### src/rtl/ac_dr_datapath_if.sv
// Bus/control bundle between the control unit (master) and the AC/DR datapath (slave).
interface ac_dr_datapath_if #(
  parameter int unsigned WIDTH      = 16,
  parameter int unsigned INPR_WIDTH = 8
);
  // Control unit -> datapath
  logic [WIDTH-1:0]      BUS_IN;
  logic                  LoadDR;
  logic                  INRDR;
  logic                  CLRDR;
  logic                  LoadAC;
  logic                  INRAC;
  logic                  CLRAC;
  logic                  AND;
  logic                  ADD;
  logic                  LDA;
  logic                  COM;
  logic                  SHR;
  logic                  SHL;
  logic                  INPT;
  logic [INPR_WIDTH-1:0] INPR;
  logic                  CLE;
  logic                  CME;

  // Datapath -> control unit / bus
  logic [WIDTH-1:0]      AC_OUT;
  logic [WIDTH-1:0]      DR_OUT;
  logic                  E_OUT;
  logic [WIDTH-1:0]      ACDATA;
  logic                  COUT;
  logic                  AC_ZERO;
  logic                  AC_NEG;
  logic                  DR_ZERO;

  modport master (
    output BUS_IN, LoadDR, INRDR, CLRDR, LoadAC, INRAC, CLRAC,
           AND, ADD, LDA, COM, SHR, SHL, INPT, INPR, CLE, CME,
    input  AC_OUT, DR_OUT, E_OUT, ACDATA, COUT, AC_ZERO, AC_NEG, DR_ZERO
  );

  modport slave (
    input  BUS_IN, LoadDR, INRDR, CLRDR, LoadAC, INRAC, CLRAC,
           AND, ADD, LDA, COM, SHR, SHL, INPT, INPR, CLE, CME,
    output AC_OUT, DR_OUT, E_OUT, ACDATA, COUT, AC_ZERO, AC_NEG, DR_ZERO
  );
endinterface

### src/rtl/ac_dr_datapath.sv
// Accumulator-side datapath: DR, AC, E flip-flop and the combinational AC ALU.
module ac_dr_datapath #(
  parameter int unsigned WIDTH      = 16,
  parameter int unsigned INPR_WIDTH = 8
) (
  input logic              CLK,
  input logic              CLR,
  ac_dr_datapath_if.slave  dp
);

  typedef enum logic [2:0] {
    OpNone,
    OpAnd,
    OpAdd,
    OpLda,
    OpCom,
    OpShr,
    OpShl,
    OpInpt
  } alu_op_e;

  logic [WIDTH-1:0] dr_q, dr_d;
  logic [WIDTH-1:0] ac_q, ac_d;
  logic             e_q, e_d;

  alu_op_e          alu_op;
  logic [WIDTH:0]   sum;
  logic [WIDTH-1:0] alu_res;

  // Full-width sum; the top bit is the carry the control unit and E see.
  assign sum = {1'b0, ac_q} + {1'b0, dr_q};

  // Resolve op selects by fixed priority; the control unit normally drives them one-hot.
  always_comb begin
    alu_op = OpNone;
    if (dp.AND)       alu_op = OpAnd;
    else if (dp.ADD)  alu_op = OpAdd;
    else if (dp.LDA)  alu_op = OpLda;
    else if (dp.COM)  alu_op = OpCom;
    else if (dp.SHR)  alu_op = OpShr;
    else if (dp.SHL)  alu_op = OpShl;
    else if (dp.INPT) alu_op = OpInpt;
  end

  // ALU result from the pre-edge register contents.
  always_comb begin
    alu_res = ac_q;
    unique case (alu_op)
      OpAnd:   alu_res = ac_q & dr_q;
      OpAdd:   alu_res = sum[WIDTH-1:0];
      OpLda:   alu_res = dr_q;
      OpCom:   alu_res = ~ac_q;
      OpShr:   alu_res = {e_q, ac_q[WIDTH-1:1]};
      OpShl:   alu_res = {ac_q[WIDTH-2:0], e_q};
      OpInpt:  alu_res = {ac_q[WIDTH-1:INPR_WIDTH], dp.INPR};
      default: alu_res = ac_q;
    endcase
  end

  // DR next state: clear > load > increment > hold.
  always_comb begin
    dr_d = dr_q;
    if (dp.CLRDR)       dr_d = '0;
    else if (dp.LoadDR) dr_d = dp.BUS_IN;
    else if (dp.INRDR)  dr_d = dr_q + WIDTH'(1);
  end

  // AC next state: clear > ALU load > increment > hold.
  always_comb begin
    ac_d = ac_q;
    if (dp.CLRAC)       ac_d = '0;
    else if (dp.LoadAC) ac_d = alu_res;
    else if (dp.INRAC)  ac_d = ac_q + WIDTH'(1);
  end

  // E next state: ADD/SHR/SHL loads capture carry or shifted-out bit, else CLE > CME.
  always_comb begin
    e_d = e_q;
    if (dp.LoadAC && alu_op == OpAdd)      e_d = sum[WIDTH];
    else if (dp.LoadAC && alu_op == OpShr) e_d = ac_q[0];
    else if (dp.LoadAC && alu_op == OpShl) e_d = ac_q[WIDTH-1];
    else if (dp.CLE)                       e_d = 1'b0;
    else if (dp.CME)                       e_d = ~e_q;
  end

  // Register update; CLR overrides every other control.
  always_ff @(posedge CLK) begin
    if (CLR) begin
      dr_q <= '0;
      ac_q <= '0;
      e_q  <= 1'b0;
    end else begin
      dr_q <= dr_d;
      ac_q <= ac_d;
      e_q  <= e_d;
    end
  end

  assign dp.AC_OUT  = ac_q;
  assign dp.DR_OUT  = dr_q;
  assign dp.E_OUT   = e_q;
  assign dp.ACDATA  = alu_res;
  assign dp.COUT    = sum[WIDTH];
  assign dp.AC_ZERO = (ac_q == '0);
  assign dp.AC_NEG  = ac_q[WIDTH-1];
  assign dp.DR_ZERO = (dr_q == '0);

endmodule

### src/flat_wrapper.sv
// flat-port wrapper written by rule: the top's interface ports become plain ports
module ac_dr_datapath_flat 
#(
  parameter int unsigned WIDTH      = 16,
  parameter int unsigned INPR_WIDTH = 8
)
  (CLK, CLR, dp_BUS_IN, dp_LoadDR, dp_INRDR, dp_CLRDR, dp_LoadAC, dp_INRAC, dp_CLRAC, dp_AND, dp_ADD, dp_LDA, dp_COM, dp_SHR, dp_SHL, dp_INPT, dp_INPR, dp_CLE, dp_CME, dp_AC_OUT, dp_DR_OUT, dp_E_OUT, dp_ACDATA, dp_COUT, dp_AC_ZERO, dp_AC_NEG, dp_DR_ZERO);
  ac_dr_datapath_if #(.WIDTH(WIDTH), .INPR_WIDTH(INPR_WIDTH)) dp_i ();
  input logic CLK;
  input logic CLR;
  input wire logic [$bits(dp_i.BUS_IN)-1:0] dp_BUS_IN;
  input wire logic [$bits(dp_i.LoadDR)-1:0] dp_LoadDR;
  input wire logic [$bits(dp_i.INRDR)-1:0] dp_INRDR;
  input wire logic [$bits(dp_i.CLRDR)-1:0] dp_CLRDR;
  input wire logic [$bits(dp_i.LoadAC)-1:0] dp_LoadAC;
  input wire logic [$bits(dp_i.INRAC)-1:0] dp_INRAC;
  input wire logic [$bits(dp_i.CLRAC)-1:0] dp_CLRAC;
  input wire logic [$bits(dp_i.AND)-1:0] dp_AND;
  input wire logic [$bits(dp_i.ADD)-1:0] dp_ADD;
  input wire logic [$bits(dp_i.LDA)-1:0] dp_LDA;
  input wire logic [$bits(dp_i.COM)-1:0] dp_COM;
  input wire logic [$bits(dp_i.SHR)-1:0] dp_SHR;
  input wire logic [$bits(dp_i.SHL)-1:0] dp_SHL;
  input wire logic [$bits(dp_i.INPT)-1:0] dp_INPT;
  input wire logic [$bits(dp_i.INPR)-1:0] dp_INPR;
  input wire logic [$bits(dp_i.CLE)-1:0] dp_CLE;
  input wire logic [$bits(dp_i.CME)-1:0] dp_CME;
  output wire logic [$bits(dp_i.AC_OUT)-1:0] dp_AC_OUT;
  output wire logic [$bits(dp_i.DR_OUT)-1:0] dp_DR_OUT;
  output wire logic [$bits(dp_i.E_OUT)-1:0] dp_E_OUT;
  output wire logic [$bits(dp_i.ACDATA)-1:0] dp_ACDATA;
  output wire logic [$bits(dp_i.COUT)-1:0] dp_COUT;
  output wire logic [$bits(dp_i.AC_ZERO)-1:0] dp_AC_ZERO;
  output wire logic [$bits(dp_i.AC_NEG)-1:0] dp_AC_NEG;
  output wire logic [$bits(dp_i.DR_ZERO)-1:0] dp_DR_ZERO;
  assign dp_i.BUS_IN = dp_BUS_IN;
  assign dp_i.LoadDR = dp_LoadDR;
  assign dp_i.INRDR = dp_INRDR;
  assign dp_i.CLRDR = dp_CLRDR;
  assign dp_i.LoadAC = dp_LoadAC;
  assign dp_i.INRAC = dp_INRAC;
  assign dp_i.CLRAC = dp_CLRAC;
  assign dp_i.AND = dp_AND;
  assign dp_i.ADD = dp_ADD;
  assign dp_i.LDA = dp_LDA;
  assign dp_i.COM = dp_COM;
  assign dp_i.SHR = dp_SHR;
  assign dp_i.SHL = dp_SHL;
  assign dp_i.INPT = dp_INPT;
  assign dp_i.INPR = dp_INPR;
  assign dp_i.CLE = dp_CLE;
  assign dp_i.CME = dp_CME;
  assign dp_AC_OUT = dp_i.AC_OUT;
  assign dp_DR_OUT = dp_i.DR_OUT;
  assign dp_E_OUT = dp_i.E_OUT;
  assign dp_ACDATA = dp_i.ACDATA;
  assign dp_COUT = dp_i.COUT;
  assign dp_AC_ZERO = dp_i.AC_ZERO;
  assign dp_AC_NEG = dp_i.AC_NEG;
  assign dp_DR_ZERO = dp_i.DR_ZERO;
  ac_dr_datapath #(.WIDTH(WIDTH), .INPR_WIDTH(INPR_WIDTH)) u_core (.CLK(CLK), .CLR(CLR), .dp(dp_i));
endmodule
### config.mk
export PLATFORM = sky130hd
export DESIGN_NAME = ac_dr_datapath_flat
export DESIGN_NICKNAME = d
export VERILOG_FILES = /design/src/rtl/ac_dr_datapath_if.sv /design/src/rtl/ac_dr_datapath.sv /design/src/flat_wrapper.sv
export SDC_FILE = /design/constraint.sdc
export NUM_CORES = 1
export LEC_CHECK = 0
export ABC_CLOCK_PERIOD_IN_PS = 2800
export BUFFER_PORTS_ARGS = -buffer_cell sky130_fd_sc_hd__buf_2
export CORE_UTILIZATION = 25
export CTS_CLUSTER_DIAMETER = 50
export DETAILED_ROUTE_END_ITERATION = 8
export HOLD_SLACK_MARGIN = 0.12
export PLACE_DENSITY = 0.41
export SLEW_MARGIN = 30
export SYNTH_ARGS = -nofsm -noshare
export SYNTH_HDL_FRONTEND = slang
export SYNTH_SLANG_ARGS = --single-unit
### constraint.sdc
create_clock -name CLK -period 2.8 [get_ports CLK]
set_input_delay 0.56 -clock CLK [delete_from_list [all_inputs] [get_ports CLK]]
set_output_delay 0.56 -clock CLK [all_outputs]
set_load 0.05 [all_outputs]
==> impl_metrics.toml, run 1 <==
[sta]
fin_ws_ns = -0.477
fin_crit_ns = 3.28
clock_skew_ns = 0.00467
slew_viol_final = 0
slew_headroom_pct = 51.3
rsz0062_at_grt = "true"
holdWs_ns = 0.513
setup-violations-final = 13
hold_violations = 0
max_freq_mhz = 305
period_share_pct = 117
tightestPinTransition_ns = 0.728

[job]
cap_violations = 0

[critical_path]
required_ns = 2.24
cp_num_buf_inv = 2
max_stage_delay_ns = 0.35
crit_fanout = 3
critPathKind = "flip-flop to primary output"
end_kind = "primary output"
worstPathCellList = "ha_4, inv_2, fa_2, nor2b_4, o31a_1, o31a_1, o2111ai_2, mux2i_2, o21ai_1, o21ai_4, buf_6"
worstSetupStartpointType = "flip-flop"
crit_top_cell = "o31a_1"
slowest_stage = "dfxtp_4"
arrival_ns = 2.72
crit_family = "compound AO/OA/AOI/OAI gates"

[floorplanning]
io_pins = 94
die_w_um = 125
std_cell_rows = 44
die_y_um = 125
start_util_pct = 25.9
dieArea_sq_um = 15600
core_region_area_sq_um = 14600

[place]
dp_hpwl_mm = 14.3
place_congestion = 0.883
portBuffers = 93
place_area_sq_um = 5400
pre_cts_slack_ns = -0.423

[outcome]
violations = "setup timing"
status = "finished, violations left"

[yosys]
yosys_most_used_dff = "dfxtp_1"
synth_cell_types = 69
synth_edf_count = 0
ys_seq_area_share_pct = 17.4
synth_area_sq_um = 3790
async_reset_ff_share_pct = 0
ys_ff_latch = 33
avgSynthCellArea_sq_um = 7.12
synth_cells = 532
synth_warnings = 0
syn_nets = 594

[drt]
avgViaCountPerCell = 5.37
wl_per_cell_um = 19.5
drtIter0Drc = 280
route.detailed.drc = 0
num_vias = 4958
drt_pass1_iterations = 7
routed_wl_mm = 18.0
detail-route-antenna-nets = 0

[finish]
final_common_cell = "buf_4"
final_area_sq_um = 6230
area_growth_pct = 64.5
antennaDiodeCount = 0
most-common-layout-cells = "buf_4 (139), buf_2 (72), nand2_1 (51), nor2_1 (51), a21oi_1 (34)"
nNetsFinal = 801
drive_above_1_share_pct = 46.5

[clocking]
h-tree-depth = 2
root_buffer = "clkbuf_16"
clock_tree.buffer_depth = 2
clk_pin_slew_ns = 0.05
cts_sinks = 33
worst_skew_pair.late_latency_ns = 0.29
cts_tree = "yes"
numCtsBuffers = 5
cts_hold_buf = 0

[min_path]
hold_path.class = "input port to flip-flop"

[grt]
gr-total-overflow = 0
track_usage_pct = 23.2
grt_pass1_vias = 4957
grt_pass1_wl_mm = 28.0
antenna_found_initial = 0
grt_max_degree = 28

[pwr]
power_density_nw_per_um2 = 282
worst_ir_drop_vdd_mv = 0.164
total_power_w = 0.00176
power.leakage_nw = 2.81
sequential cells by signal, summed over array words and instances, names as in the netlist:
register / cells
u_core.dp.AC_OUT: 16
u_core.dp.DR_OUT: 16
u_core.dp.E_OUT: 1
area by class of cell:
cell class | instances | area [sq um]
fillers | 1529 | 8420
multi-input cells | 439 | 3320
repair buffers | 243 | 1780
flip-flops and latches | 33 | 703
well taps | 184 | 230
clock buffers | 6 | 129
inverters | 17 | 63.8
clock inverters | 2 | 10.0
synth_stat cells (4+ instances only):
master,instances,share of area (%)
o21ai_0,37,4.9
a211oi_1,14,2.8
inv_1,16,1.6
ha_1,20,6.6
nand2_1,54,5.4
nor2b_1,4,0.66
o211a_1,4,1.1
a21o_1,4,0.79
and2_1,6,0.99
nand3_1,14,1.9
mux2i_1,9,2.4
nor2_1,56,5.6
a21oi_1,38,5.0
xor2_1,12,2.8
clkbuf_1,32,3.2
and4_1,4,0.92
a22oi_1,4,0.79
nor3_1,7,0.92
nor4_1,8,1.3
or3_1,5,0.83
o211ai_1,9,1.8
o21a_1,8,1.6
buf_2,5,0.66
and3_1,11,1.8
dfxtp_1,33,17
xnor2_1,21,4.9
a221oi_1,6,1.4
nand2b_1,4,0.66
nand4_1,9,1.5
o2111ai_1,5,1.2
a31oi_1,11,1.8
a222oi_1,5,1.3
metrics by stage:
stage,TNS (ns),util (%),cells
detailed placement,-3.49,36.9,899
finish,-2.70,42.5,924
floorplan,-0.429,-,532
CTS,-2.78,41.5,921
global placement,-3.45,36.9,899
global route,-4.02,42.5,924
metal layers:
metal / routed length, um / GRT usage (%) / vias to the layer above / part of all wire, %
li1: - / - / 2400 / -
met1: 7820 / 29.1 / 2363 / 43
met2: 8680 / 39.4 / 160 / 48
met3: 765 / 2.95 / 35 / 4.3
met4: 712 / 11.0 / 0 / 4.0
met5: 0 / 0 / - / 0
where the power goes:
part           internal (W)  total (W)  leakage [nW]  switching (W)
clock              0.000327   0.000544        0.0706       0.000217
combinational      0.000284   0.000706          2.46       0.000423
sequential         0.000487   0.000506         0.281      0.0000193
total               0.00110    0.00176          2.81       0.000659
repair_timing:
| item | CTS | global route |
|---|---|---|
| resized for setup | 108 | 25 |
| pin swaps | 32 | 16 |
| buffers inserted | 13 | 3 |
| setup endpoints to repair | 18 | 17 |
| hold endpoints to repair | 0 | 0 |
| cloned | 1 | 0 |
tightest hold or removal path, cell delays in order:
cell and delay, ns:
buf_2 0.08, a21oi_1 0.05, nor2_1 0.07
logic make-up after synthesis:
group | count (synthesis) | synth area share, %
adders and majority gates | 21 | 7.14
and+or+nand+nor | 194 | 25.0
muxes | 9 | 2.38
buffers and inverters | 60 | 6.74
DFF | 33 | 17.4
AOI/OAI and AO/OA | 182 | 33.7
xor gates and xnor gates | 33 | 7.63
final timing paths:
| path | from | endpoint | slack (ns) | cells after the start |
|---|---|---|---|---|
| setup reg to reg | u_core.dp.DR_OUT[0]$_SDFFE_PP0P_ | u_core.dp.E_OUT$_SDFFE_PP0P_ | 0.12 | 13 |
| setup / recovery | u_core.dp.DR_OUT[0]$_SDFFE_PP0P_ | dp_ACDATA[10] | -0.48 | 11 |
| hold / removal | dp_BUS_IN[1] | u_core.dp.DR_OUT[1]$_SDFFE_PP0P_ | 0.51 | 3 |
| hold reg to reg | u_core.dp.DR_OUT[15]$_SDFFE_PP0P_ | u_core.dp.DR_OUT[15]$_SDFFE_PP0P_ | 0.68 | 3 |
(Power assumes the default switching activity.)
==> inputs of run 2 (changes only) <==
- CORE_UTILIZATION: 25 -> 40
- PLACE_DENSITY: 0.41 -> 0.6
==> run 2 against run 1 <==
  * Maximum frequency down 0.89%
  * Critical path depth unchanged
  * Cell count down 7.0%
  * Register-to-register slack worse by 0.27 ns
  * Core utilization up 24 points
  * Sequential cell count unchanged
  * Routed wire length down 8.1%
  * Worst hold slack worse by 0.00090 ns
  * The run still ends with setup timing left
  * Via count up 4.2%
  * Critical path type unchanged
  * Clock skew up 0.0053 ns
  * Sequential power about the same
==> impl_metrics.toml, run 2 (synthesized netlist as in run 1, its figures left out) <==
[finish]
drive_above_1_share_pct = 45.2
antennaDiodeCount = 0
most-common-layout-cells = "buf_4 (141), buf_2 (72), nand2_1 (52)"
regArea_sq_um = 703
multiInputGateArea_sq_um = 3220
nNetsFinal = 809
instances_no_fill = 859
final_common_cell = "buf_4"
fillers = 851
area_growth_pct = 60.9

[place]
portBuffers = 93
dpl.cell_count = 820
place_congestion = 1.01
dp_hpwl_mm = 12.5

[grt]
met2_usage_pct = 58.5
antenna_found_initial = 0
met1_usage_pct = 41.0
gr-total-overflow = 0
grt_busiest_layer = "met2"
grt_pass1_vias = 4859
track_usage_pct = 33.6
grt_max_degree = 28
grt_util_met3_pct = 4.50
grt_pass1_wl_mm = 25.5

[critical_path]
crit_fanout = 3
cp-endpoint = "dp_ACDATA[10]"
r2r_end = "u_core.dp.AC_OUT[15]$_SDFFE_PP0P_"
crit_path_start = "u_core.dp.DR_OUT[0]$_SDFFE_PP0P_"
required_ns = 2.24
arrival_ns = 2.75
r2r_slack_ns = -0.15
end_kind = "primary output"
rr_worst_depth = 17
critPathKind = "flip-flop to primary output"
worstSetupStartpointType = "flip-flop"
timing.rr.start = "u_core.dp.AC_OUT[3]$_SDFFE_PP0P_"

[job]
cap_violations = 0

[sta]
holdWs_ns = 0.512
clock_skew_ns = 0.00997
hold_violations = 0
fin_crit_ns = 3.31
fin_ws_ns = -0.506
tightestPinTransition_ns = 0.613
max_freq_mhz = 302
slew_headroom_pct = 59.0
period_share_pct = 118
setup_tns_ns = -3.67
setup-violations-final = 15
slew_viol_final = 0
rsz0062_at_grt = "true"

[floorplanning]
io_pins = 94
start_util_pct = 41.2
core_region_area_sq_um = 9200
std_cell_rows = 35
die_y_um = 99.3
die_w_um = 99.3
dieArea_sq_um = 9860

[min_path]
min_from = "dp_BUS_IN[8]"
hold_path.class = "input port to flip-flop"

[clocking]
h-tree-depth = 2
worst_skew_pair.late_latency_ns = 0.30
cts_hold_buf = 0
cts_sinks = 33
cts_tree = "yes"
root_buffer = "clkbuf_8"
numCtsBuffers = 5
clk_pin_slew_ns = 0.07
clock_tree.buffer_depth = 2

[outcome]
status = "finished, violations left"
violations = "setup timing"

[pwr]
power.leakage_nw = 2.83
power_density_nw_per_um2 = 257
total_power_w = 0.00157
worst_ir_drop_vdd_mv = 0.184

[drt]
route.detailed.drc = 0
avgViaCountPerCell = 6.01
wl_per_cell_um = 19.2
routed_wl_mm = 16.5
drtIter0Drc = 404
drt_pass1_iterations = 6
detail-route-antenna-nets = 0
num_vias = 5164
==> run 2: changes by cell type in the layout (fill, tap and decap cells not counted), sizes merged <==
cell,previous run,this run
clkinv,2,3
clkbuf,7,5
bufbuf,0,1
buf,242,250
==> run 2: timing repair <==
| action | CTS | global route |
|---|---|---|
| resized for setup | 99 | 23 |
| gates cloned | 1 | 0 |
| pin swaps | 34 | 17 |
| endpoints found under the setup margin | 17 | 22 |
| buffers inserted | 24 | 9 |
==> run 2: worst min-delay path by stage <==
stage / endpoint / slack (ns) / depth (start not counted)
after detailed placement: u_core.dp.DR_OUT[15]$_SDFFE_PP0P_ / 0.61 / 2
final: u_core.dp.DR_OUT[8]$_SDFFE_PP0P_ / 0.51 / 3
after CTS: u_core.dp.DR_OUT[9]$_SDFFE_PP0P_ / 0.51 / 3
after global routing: u_core.dp.DR_OUT[10]$_SDFFE_PP0P_ / 0.52 / 3
after global placement: u_core.dp.DR_OUT[15]$_SDFFE_PP0P_ / 0.61 / 2
after floorplan: u_core.dp.E_OUT$_SDFFE_PP0P_ / 0.63 / 1
==> run 2: layout make-up <==
type	count	area share [%]
sequential	33	11.5
timing repair buffer	251	31.0
tap	111	2.28
clock buffer	5	1.13
inverter	17	1.05
multi-input combinational	439	52.8
clock inverter	3	0.205
==> run 2: routing by layer <==
metal / routed length (um) / vias up
met4: 720 / 0
met5: 0 / -
met3: 974 / 50
met2: 8080 / 252
li1: - / 2411
met1: 6760 / 2451
==> run 2: stage by stage <==
step / cell area [sq um] / util [%] / worst slack (ns)
final: 6090 / 66.3 / -0.506
after global routing: 6090 / 66.3 / -0.570
after CTS: 5950 / 64.7 / -0.464
after detailed placement: 5270 / 57.3 / -0.454
after global placement: 5270 / 57.3 / -0.436
after floorplan: 3900 / - / -0.230
==> run 2: report_power, final <==
part,internal [W],switching [W],leakage (nW)
Combinational,0.000286,0.000418,2.50
Clock,0.000168,0.000193,0.0430
Sequential,0.000486,0.0000176,0.281
==> run 2: worst max-delay path, cell delays in order, from the launching register on <==
cell	delay [ns]
dfxtp_4	0.35
ha_4	0.15
inv_2	0.04
fa_2	0.22
nor2b_4	0.05
o31a_1	0.26
o31a_1	0.32
o2111ai_2	0.22
mux2i_2	0.32
o21ai_1	0.16
o21ai_4	0.17
buf_6	0.17
